$ cat src/rtl/inst_encoder_loader.sv
// Instruction encoder / program loader: buffers decoded fields in a small FIFO, encodes RV32I words
// and writes them to consecutive imem addresses from BASE_ADDR. Define ENC_JAL_EN to enable jal encoding.
module inst_encoder_loader #(
  parameter int          FIFO_DEPTH = 4,
  parameter logic [31:0] BASE_ADDR  = 32'h0000_1000,
  parameter int          MAX_WORDS  = 256
) (
  input  logic        clk,
  input  logic        rst,
  input  logic        in_valid,
  output logic        in_ready,
  input  logic [2:0]  in_kind,
  input  logic [2:0]  in_alu,
  input  logic [4:0]  in_rd,
  input  logic [4:0]  in_rs1,
  input  logic [4:0]  in_rs2,
  input  logic [20:0] in_imm,
  input  logic        in_last,
  output logic        imem_we,
  input  logic        imem_ready,
  output logic [31:0] imem_addr,
  output logic [31:0] imem_wdata,
  output logic        done,
  output logic        err,
  output logic [8:0]  word_count
);
  localparam int AW = $clog2(FIFO_DEPTH);
  localparam logic [1:0] S_RUN = 2'd0, S_CLOSING = 2'd1, S_DONE = 2'd2;

  typedef struct packed {
    logic [2:0]  kind;
    logic [2:0]  alu;
    logic [4:0]  rd;
    logic [4:0]  rs1;
    logic [4:0]  rs2;
    logic [20:0] imm;
  } ent_t;

  ent_t          mem [FIFO_DEPTH];
  ent_t          in_ent, head;
  logic [AW-1:0] wr_ptr, rd_ptr;
  logic [AW:0]   cnt;
  logic [1:0]    state;
  logic          fifo_full, fifo_empty, push, pop, wr_fire, hit_max;
  logic          head_ok, alu_ok, imm12_ok, imm13_ok;
  logic [31:0]   head_enc;
  logic [2:0]    f3;
  logic [6:0]    f7;

  assign in_ent     = {in_kind, in_alu, in_rd, in_rs1, in_rs2, in_imm};
  assign fifo_full  = (cnt == (AW+1)'(FIFO_DEPTH));
  assign fifo_empty = (cnt == '0);
  assign in_ready   = !rst && !fifo_full && (state == S_RUN);
  assign push       = in_valid && in_ready;
  assign wr_fire    = imem_we && imem_ready;
  assign hit_max    = wr_fire && (word_count == 9'(MAX_WORDS - 1));
  // Output register frees when idle or completing; the capping write blocks any further load.
  assign pop        = !fifo_empty && (!imem_we || imem_ready) && (state != S_DONE) && !hit_max;
  assign done       = (state == S_DONE);
  assign head       = mem[rd_ptr];

  always_comb begin
    f3       = 3'b000;
    f7       = 7'b0000000;
    alu_ok   = 1'b1;
    case (head.alu)
      3'd0: ;
      3'd1: f7 = 7'b0100000;
      3'd2: f3 = 3'b010;
      3'd3: f3 = 3'b110;
      3'd4: f3 = 3'b111;
      default: alu_ok = 1'b0;
    endcase
    imm12_ok = (&head.imm[20:11]) || !(|head.imm[20:11]);
    imm13_ok = (&head.imm[20:12]) || !(|head.imm[20:12]);
    head_ok  = 1'b0;
    head_enc = '0;
    case (head.kind)
      3'd0: begin
        head_ok  = imm12_ok;
        head_enc = {head.imm[11:0], head.rs1, 3'b010, head.rd, 7'b0000011};
      end
      3'd1: begin
        head_ok  = imm12_ok;
        head_enc = {head.imm[11:5], head.rs2, head.rs1, 3'b010, head.imm[4:0], 7'b0100011};
      end
      3'd2: begin
        head_ok  = alu_ok;
        head_enc = {f7, head.rs2, head.rs1, f3, head.rd, 7'b0110011};
      end
      3'd3: begin
        head_ok  = imm13_ok && !head.imm[0];
        head_enc = {head.imm[12], head.imm[10:5], head.rs2, head.rs1, 3'b000,
                    head.imm[4:1], head.imm[11], 7'b1100011};
      end
      3'd4: begin
        head_ok  = alu_ok && (head.alu != 3'd1) && imm12_ok;
        head_enc = {head.imm[11:0], head.rs1, f3, head.rd, 7'b0010011};
      end
`ifdef ENC_JAL_EN
      3'd5: begin
        head_ok  = !head.imm[0];
        head_enc = {head.imm[20], head.imm[10:1], head.imm[11], head.imm[19:12], head.rd, 7'b1101111};
      end
`endif
      default: ;
    endcase
  end

  always_ff @(posedge clk) begin
    if (push) mem[wr_ptr] <= in_ent;
  end

  always_ff @(posedge clk) begin
    if (rst) begin
      wr_ptr     <= '0;
      rd_ptr     <= '0;
      cnt        <= '0;
      state      <= S_RUN;
      imem_we    <= 1'b0;
      imem_addr  <= BASE_ADDR;
      imem_wdata <= '0;
      err        <= 1'b0;
      word_count <= '0;
    end else begin
      if (push) wr_ptr <= wr_ptr + AW'(1);
      if (pop)  rd_ptr <= rd_ptr + AW'(1);
      cnt <= cnt + (AW+1)'(push) - (AW+1)'(pop);
      if (wr_fire) begin
        imem_addr  <= imem_addr + 32'd4;
        word_count <= word_count + 9'd1;
        imem_we    <= 1'b0;
      end
      // A dropped entry leaves the output register empty for this pop cycle.
      if (pop) begin
        if (head_ok) begin
          imem_we    <= 1'b1;
          imem_wdata <= head_enc;
        end else begin
          err <= 1'b1;
        end
      end
      case (state)
        S_RUN:     if (push && in_last) state <= S_CLOSING;
        S_CLOSING: if (fifo_empty && !imem_we) state <= S_DONE;
        default: ;
      endcase
      if (hit_max) begin
        state  <= S_DONE;
        wr_ptr <= '0;
        rd_ptr <= '0;
        cnt    <= '0;
        if (!fifo_empty || push) err <= 1'b1;
      end
    end
  end
endmodule

$ cat config.mk
export PLATFORM = sky130hd
export DESIGN_NAME = inst_encoder_loader
export DESIGN_NICKNAME = d
export VERILOG_FILES = /design/src/rtl/inst_encoder_loader.sv
export SDC_FILE = /design/constraint.sdc
export NUM_CORES = 1
export LEC_CHECK = 0
export ABC_AREA = 1
export CAP_MARGIN = 20
export CORE_AREA = 3 3 161 163
export CTS_CLUSTER_DIAMETER = 50
export CTS_CLUSTER_SIZE = 30
export DETAILED_ROUTE_END_ITERATION = 16
export DIE_AREA = 0 0 164 166
export PLACE_DENSITY = 0.64
export SETUP_SLACK_MARGIN = 0.3
export SYNTH_ARGS = -nofsm -noshare
export SYNTH_HDL_FRONTEND = slang
export SYNTH_SLANG_ARGS = --single-unit
$ cat constraint.sdc
create_clock -name clk -period 4 [get_ports clk]
set_input_delay 1 -clock clk [delete_from_list [all_inputs] [get_ports clk]]
set_output_delay 1 -clock clk [all_outputs]
set_load 0.005 [all_outputs]
---- Word-level counts from Yosys, hierarchy flattened ----
Memories as Yosys holds them, arrays and structs flattened. A register that Yosys moved wholly into a read port is not among the register bits.
Cells that the tools add are included.
operators by class
  equality and inequality tests ........... 18
  reduce and logical (&&, ||, !) cells .... 41
  multiplexer cells ....................... 20
  add/subtract/negate cells ............... 6
operator list
  cell                     count
  $pmux W32 S5             1
  $add A32 B3 Y32 const B  1
  $logic_and A1 B1 Y1      13
  $eq A3 B2 Y1 const B     4
  $mux W1                  10
  $mux W2                  5
  $reduce_and A10 Y1       1
  $reduce_or A10 Y1        1
  $add A9 B1 Y9 const B    1
  $eq A3 B3 Y1 const B     3
  $eq A9 B8 Y1 const B     1
  $logic_not A3 Y1         3
  $pmux W3 S3              1
  $reduce_and A9 Y1        1
  $reduce_or A9 Y1         1
  $logic_not A1 Y1         8
  $eq A3 B1 Y1 const B     2
  $mux W6                  1
  $reduce_and A3 Y1        2
  $reduce_or A5 Y1         1
  $add A2 B1 Y2 const B    2
  $logic_or A1 B1 Y1       4
  $ne A2 B2 Y1 const B     2
  $pmux W1 S4              1
  14 further kinds         15
word-level totals
  memories ................................ 1
  register bits ........................... 84
  bits in writable memories ............... 168
  output and inout port bits .............. 77
memories
  memory  words  width  rd ports  clocked after Yosys merged registers in  write ports  line  source
  mem     4      42     1         1                                        1            39    ent_t mem [FIFO_DEPTH];

---- Logic depth before layout (Yosys ltp) ----
  depth after elaboration ................. 10
  mapped depth ............................ 18
  depth with buffers taken out ............ 15

---- Worst setup path after synthesis ----
Ideal clock, no wire load.
  path kind ............................... in2reg
  from .................................... input rst
  to ...................................... memory mem[0][0] in the netlist's numbering, enable pin
  library setup time ...................... 0.442 ns
  cell stages on the path ................. 3
  arrival time ............................ 3.666 ns
  path slack .............................. -0.107 ns
  data required time ...................... 3.558 ns
  path buffers ............................ 0
  cell sequence ........................... a2111oi_0 > nand2_1 > nor2_1
between the ends
  longest elaborated chain between the ends .. 6
ends and longest elaborated chain
  item                              line  source
  start: declaration                9     input logic rst,
  $logic_not A1 Y1                  53    assign in_ready = !rst && !fifo_full && (state == S_RUN);
  $logic_and A1 B1 Y1 (2 in a row)  53
  $logic_and A1 B1 Y1               54    assign push = in_valid && in_ready;
  $mux W1                           111   if (push) mem[wr_ptr] <= in_ent;
  $mux W1 (not written as such)     111
  end: declaration                  39
No other way between the ends.

---- Worst setup path in the final report ----
  from .................................... input rst
  to ...................................... output in_ready
between the ends
  longest elaborated chain between the ends .. 3
ends and longest elaborated chain
  item                              line  source
  $logic_not A1 Y1                  53
  $logic_and A1 B1 Y1 (2 in a row)  53
  end: declaration                  11    output logic in_ready,
No other way between the ends.

==> impl_metrics.yaml <==
sta:
  fmax_mhz: 292
  hold_viol_final: 0
  setup_viol: 0
  whs_ns: 0.468
  period_share: 0.857
  fin_skew_ns: 0.0155
  slew_headroom: 0.492
  rsz0062_at_grt: "no"
  worst_slack_ns: 0.572
  slew_viol_final: 0
  tightest_slew_ns: 0.761
  finalCriticalPeriod_ns: 3.43
yosys:
  yosysSeqAreaShare: 0.616
  yosys.area.top_type: "edfxtp_1"
  syn_area_per_cell_um2: 10.1
  synthArstFlopShare: 0
  synth_edf_count: 168
  synth_ff_type: "edfxtp_1"
  ys_top_cells_by_area: "edfxtp_1 47%, dfxtp_1 15%, nand2_1 9.6%"
  synth_seq_cells: 249
  ys_types: 50
  syn-instance-count: 1068
  yosys_warnings: 0
  synth_top_area_frac: 0.467
  synth_area_um2: 10800
flow_run:
  maxCapViolations: 0
clock_network:
  numCtsBuffers: 26
  clock_path_buffers: 3
  ctsHoldBuffers: 0
  cts_root_buf: "clkbuf_16"
  cts_sinks: 249
  clkLatencyLatePin_ns: 0.54
  htree_levels: 1
  cts_tree: "built"
  cts.clk_slew.worst_paths_ns: 0.07
  post_cts_buffers: 0
  ctsResizeCount: 0
worst_setup_path:
  reg2reg_depth: 16
  crit_family: "buffers and inverters"
  worstSetupPathType: "input port to output port"
  cp.arrival_ns: 2.43
  critPathMostFrequentCell: "clkdlybuf4s50_1"
  critPathMaxFanout: 2
  crit_buf_inv: 2
  path_cells: "clkdlybuf4s50_1, a2111oi_0, clkdlybuf4s50_1"
  r2r_setup_slack_ns: 1.13
  crit_path_start_kind: "input port"
  cpPeakStageDelay_ns: 0.60
  critPathSlowestCell: "clkdlybuf4s50_1"
  required_ns: 3.00
  endpoint_kind: "output port"
  r2r_end: "imem_wdata[15]"
grt:
  grt_util_all_layers: 0.176
  grt_pass1_vias: 7256
  grt_max_degree: 82
  grt_pass1_wl_um: 38300
  gr-total-overflow: 0
  antenna_found_initial: 0
floorplanning:
  die_h_um: 166
  io-pin-count: 124
  die_w_um: 164
  core_um2: 24500
  rows: 57
  die-area_um2: 27200
  initial_core_util: 0.442
drt:
  wirelength_um: 24400
  vias: 7717
  drtIter0Drc: 516
  routedWlPerCell_um: 16.0
  post_drt_via_cell_ratio: 5.06
  ant_nets: 0
  first_pass_iters: 5
  drcViolationCount: 0
finish:
  synthToLayoutAreaGrowth_pct: 22.2
  nNetsFinal: 1239
  insertedDiodeCount: 0
  drive_gt1_frac: 0.101
  finish.instance_area_um2: 13200
  stdcell_count: 1526
placement:
  gp_congestion: 0.843
  placed_area_um2: 12300
  dp_worst_setup_slack_ns: 0.464
  dpl.hpwl_um: 15300
  dp_cells: 1478
  portBuffers: 119
power:
  vdd_drop_max_mv: 0.426
  power.density_nw_per_um2: 637
  p_leak_uw: 0.00488
hold_path:
  hp-start: "imem_wdata[26]"
  worstHoldPathCells: 2
  hold_path_end: "imem_wdata[26]"
  hp-class: "register to register"
run_status:
  status: "finished, final reports clean"
routing by layer:
layer	wire length [um]	track usage	part of all wire	vias up
met5	0	0	0	-
met4	580	0.0526	0.024	0
met3	1130	0.0277	0.047	36
met2	11800	0.300	0.48	184
met1	10900	0.230	0.45	3663
li1	-	-	-	3834
metrics by stage:
stage	power [uW]	TNS, ns	util
floorplan	5190	-18.05	-
global placement	5910	0	0.502
detailed placement	5930	0	0.502
CTS	8500	0	0.540
global route	8930	0	0.540
finish	8420	0	0.540
where the power goes:
group / internal (uW) / total, uW / switching (uW) / leakage [uW]
Combinational: 967 / 2780 / 1810 / 0.00224
Sequential: 2970 / 3080 / 112 / 0.00218
Clock: 1450 / 2560 / 1110 / 0.000454
Total: 5390 / 8420 / 3030 / 0.00488
state kept, by name, summed over array words and instances (netlist names), named ones only:
register,cells
err,1
imem_addr,30
rd_ptr,2
state,2
word_count,9
imem_wdata,29
cnt,3
mem,168
wr_ptr,2
imem_we,1
cells in the mapped netlist, types with 14 or more instances:
library cell,instances
nand2_1,276
edfxtp_1,168
nor2_1,123
dfxtp_1,81
inv_1,75
a21oi_1,67
nand3_1,39
nand3_2,27
o21ai_0,21
nor3_1,16
a32o_1,14
buf_2,14
worst min-delay path, delay by kind of cell, from the launching register on:
kind	cells	cell delay (ns)
flip-flops	1	0.33
AND/OR/NAND/NOR	2	0.11
layout by cell type, fill, tap and decap left out, types with 3 or more instances in the layout:
| master | netlist | routed |
|---|---|---|
| nor2_1 | 123 | 119 |
| buf_4 | 9 | 9 |
| nor3_1 | 16 | 16 |
| nand3_2 | 27 | 27 |
| clkbuf_16 | 0 | 26 |
| o21ai_0 | 21 | 21 |
| edfxtp_1 | 168 | 168 |
| nand2_4 | 4 | 4 |
| nor3b_1 | 5 | 5 |
| buf_12 | 1 | 4 |
| conb_1 | 1 | 4 |
| nand2_2 | 10 | 10 |
| clkinv_1 | 1 | 4 |
| dfxtp_1 | 81 | 80 |
| nor2_4 | 0 | 4 |
| xor2_1 | 12 | 12 |
| nor2_2 | 3 | 3 |
| inv_6 | 1 | 5 |
| clkinv_8 | 0 | 4 |
| nand3_1 | 39 | 39 |
| xnor2_1 | 3 | 3 |
| ha_1 | 9 | 9 |
| inv_8 | 0 | 6 |
| nand4_1 | 9 | 9 |
| a21oi_1 | 67 | 67 |
| nand2_1 | 276 | 276 |
| a22oi_1 | 12 | 12 |
| inv_4 | 3 | 3 |
| inv_1 | 75 | 75 |
| o22ai_1 | 5 | 5 |
| o21ai_1 | 5 | 5 |
| nand3b_1 | 8 | 8 |
| clkdlybuf4s50_1 | 0 | 119 |
| bufinv_16 | 0 | 3 |
| a32o_1 | 14 | 14 |
area by class of cell:
type	instances	area, um2
Fill cell	2167	11300
Clock buffer	26	651
Timing Repair Buffer	132	1340
Sequential cell	249	6670
Clock inverter	22	285
Tap cell	324	405
Inverter	82	320
Multi-Input combinational cell	691	3540
how the worst max path moves through the flow:
| stage | depth (start not counted) | endpoint | from | slack [ns] |
|---|---|---|---|---|
| after floorplan | 3 | mem[0][0] | rst | -0.11 |
| after global routing | 3 | in_ready | rst | 0.32 |
| final | 3 | in_ready | rst | 0.57 |
| after CTS | 3 | in_ready | rst | 0.57 |
| after global placement | 11 | cnt[2] | rst | 0.49 |
| after detailed placement | 14 | cnt[2] | imem_ready | 0.46 |
cells by family after synthesis:
logic type,Yosys count,synth area share
adder cells (fa/ha/maj),10,0.0123
buffers and inverters,131,0.0605
XOR/XNOR,15,0.0121
AND/OR/NAND/NOR,528,0.224
other,1,0.000347
flip-flops,249,0.616
AO/OA/AOI/OAI,134,0.0745
Power figures use the tool's default switching activity.
==> variant, RTL diff (config.mk and constraints unchanged) <==
`FIFO_DEPTH`: 4 -> 2.
--- a/src/rtl/inst_encoder_loader.sv
+++ b/src/rtl/inst_encoder_loader.sv
@@ -1,7 +1,7 @@
 // Instruction encoder / program loader: buffers decoded fields in a small FIFO, encodes RV32I words
 // and writes them to consecutive imem addresses from BASE_ADDR. Define ENC_JAL_EN to enable jal encoding.
 module inst_encoder_loader #(
-  parameter int          FIFO_DEPTH = 4,
+  parameter int          FIFO_DEPTH = 2,
   parameter logic [31:0] BASE_ADDR  = 32'h0000_1000,
   parameter int          MAX_WORDS  = 256
 ) (
Formal check against the unedited RTL: not equivalent (Yosys sat finds a counterexample within 4 cycles, from zero or initial values and one cycle with rst high).
==> variant against the unedited design <==
Fmax down 0.77%; first-iteration DRC count down 22%; final area down 31%; sequential cell count down 88; combinational power down 49%; via count down 28%; power down 40%; die area unchanged; synthesized area down 34%; clock power down 36%; setup slack worse by 27 ps; critical path depth up 2; routed wire length down 29%; global-route usage down 4.6 points; critical endpoint unchanged; largest cell class unchanged; largest power group unchanged.
==> variant: results (changes against the unedited design) <==
Worst setup path
  • Critical Path Source: rst (unchanged)
  • R2R depth: 13 (was 16)
  • Max incr delay on CP: 600 ps (about the same)
  • Worst R2R End: imem_wdata[13] (was imem_wdata[15])
  • Reg-to-reg slack, setup: 1190 ps (was 1130 ps)
  • CP arrival: 2450 ps (was 2430 ps)

Synth
  • Synth warn: 0 (unchanged)
  • XOR/XNOR share of the synthesized area: 1.48% (was 1.21%)
  • Post-synth ARST share: 0% (unchanged)
  • Adder-cell area share of the yosys netlist: 0.882% (was 1.23%)
  • Synth cell count leaders: 211 x nand2_1, 88 x inv_1, 84 x edfxtp_1 (was 276 x nand2_1, 168 x edfxtp_1, 123 x nor2_1)
  • Post-synthesis compound-gate area fraction: 7.85% (was 7.45%)
  • Sequential area share after synthesis: 57.3% (was 61.6%)
  • Most used DFF post-synth: edfxtp_1 (unchanged)
  • Multiplexer area fraction after synthesis: 1.13% (was 0%)
  • EDFF count, synth: 84 (was 168)
  • Number of unique standard cell types used by synthesis: 38 (was 50)
  • Area contributors post-synth: edfxtp_1 36%, dfxtp_1 22%, nand2_1 11% (was edfxtp_1 47%, dfxtp_1 15%, nand2_1 9.6%)

Detailed routing
  • Total wire length: 17200 microns (was 24400 microns)
  • Vias/cell: 4.43 (was 5.06)
  • Detailed Route Iter0 Violations: 404 (was 516)

Placement
  • IO buf count: 119 (unchanged)
  • Detailed Place HPWL: 12300 microns (was 15300 microns)
  • Routability congestion estimate: 0.845 (was 0.843)
  • Cell area after placement: 8580 sq um (was 12300 sq um)

Hold path
  • Hold depth: 2 (unchanged)
  • Hold Crit Start: imem_wdata[24] (was imem_wdata[26])
  • Hold worst-path end: imem_wdata[24] (was imem_wdata[26])

Timing
  • Slew @ Worst Pin: 901 ps (was 761 ps)
  • Layout Skew: 9.35 ps (was 15.5 ps)
  • Min Hold Slack: 459 ps (was 468 ps)

Layout
  • Fraction of layout cells with a size suffix above 1: 6.65% (was 10.1%)
  • Nets: 972 (was 1239)
  • Largest regs: mem x84, imem_addr x30, imem_wdata x29 (was mem x168, imem_addr x30, imem_wdata x29)
  • Fillers: 2472 (was 2167)

Clock network
  • Clk_lat worst skew: 420 ps (was 540 ps)
  • # resized after CTS: 0 (unchanged)
  • Buffer depth of the longest clock path: 2 (was 3)
  • CTS HTree Levels: 4 (was 1)
  • # Post-CTS Setup Buffers: 0 (unchanged)
  • TritonCTS buffer count: 17 (was 26)

Power
  • P_leak: 3.45 nW (was 4.88 nW)
  • Max VDD drop: 226 uV (was 426 uV)

Outcome
  • Status: finished, final reports clean (unchanged)

GRT
  • GRT Util Overall: 13.0% (was 17.6%)
  • Vias in the first global route: 5456 (was 7256)
  • Largest net degree at the start of global routing: 57 (was 82)
  • First-pass GRT wire length: 28100 microns (was 38300 microns)
-- variant: final cells by class --
type                       instances  area [sq um]  area share, %
clock buffer                      20           437           4.76
clock inverter                    12           156           1.70
inverter                          92           345           3.76
multi-input combinational        521          2490           27.2
sequential                       161          4070           44.3
tap                              324           405           4.42
timing repair buffer             127          1280           13.9
-- variant: per-layer routing --
layer	GRT usage (%)	up-vias	part of all wire, %
met1	16.2	2542	45
met5	0	-	0
met3	3.02	25	5.6
li1	-	2850	-
met4	5.37	0	2.8
met2	21.5	151	47
-- variant: worst max path at each step --
stage                     cells past startpoint   endpoint
after floorplan                               6  mem[1][0]
after global placement                        5   in_ready
after detailed placement                      5   in_ready
after CTS                                     5   in_ready
after global routing                          5   in_ready
final                                         5   in_ready
-- variant: power by group --
| part | switching (mW) | internal, mW | leakage [nW] | total [mW] |
|---|---|---|---|---|
| registers | 0.0668 | 1.89 | 1.39 | 1.96 |
| logic | 0.915 | 0.515 | 1.77 | 1.43 |
| clock network | 0.656 | 0.988 | 0.286 | 1.64 |
-- variant: worst max-delay path: cells and delay by family --
family          cells  cell delay [ps]
compound gates      1               90
buf+inv             3             1160
simple gates        1              200
-- variant: stage by stage --
step                std cells  setup WS [ps]
floorplan                 806            717
global placement         1225            539
detailed placement       1225            533
CTS                      1257            533
global route             1257            426
finish                   1257            545
-- variant: kinds of logic (layout without fill, tap and decap cells) --
logic type | Yosys count | count (layout)
AND/OR/NAND/NOR | 390 | 390
XOR/XNOR | 12 | 12
flip-flops | 161 | 161
adder cells (fa/ha/maj) | 5 | 5
buffers and inverters | 124 | 251
AO/OA/AOI/OAI | 102 | 102
multiplexers | 8 | 8
other | 1 | 4
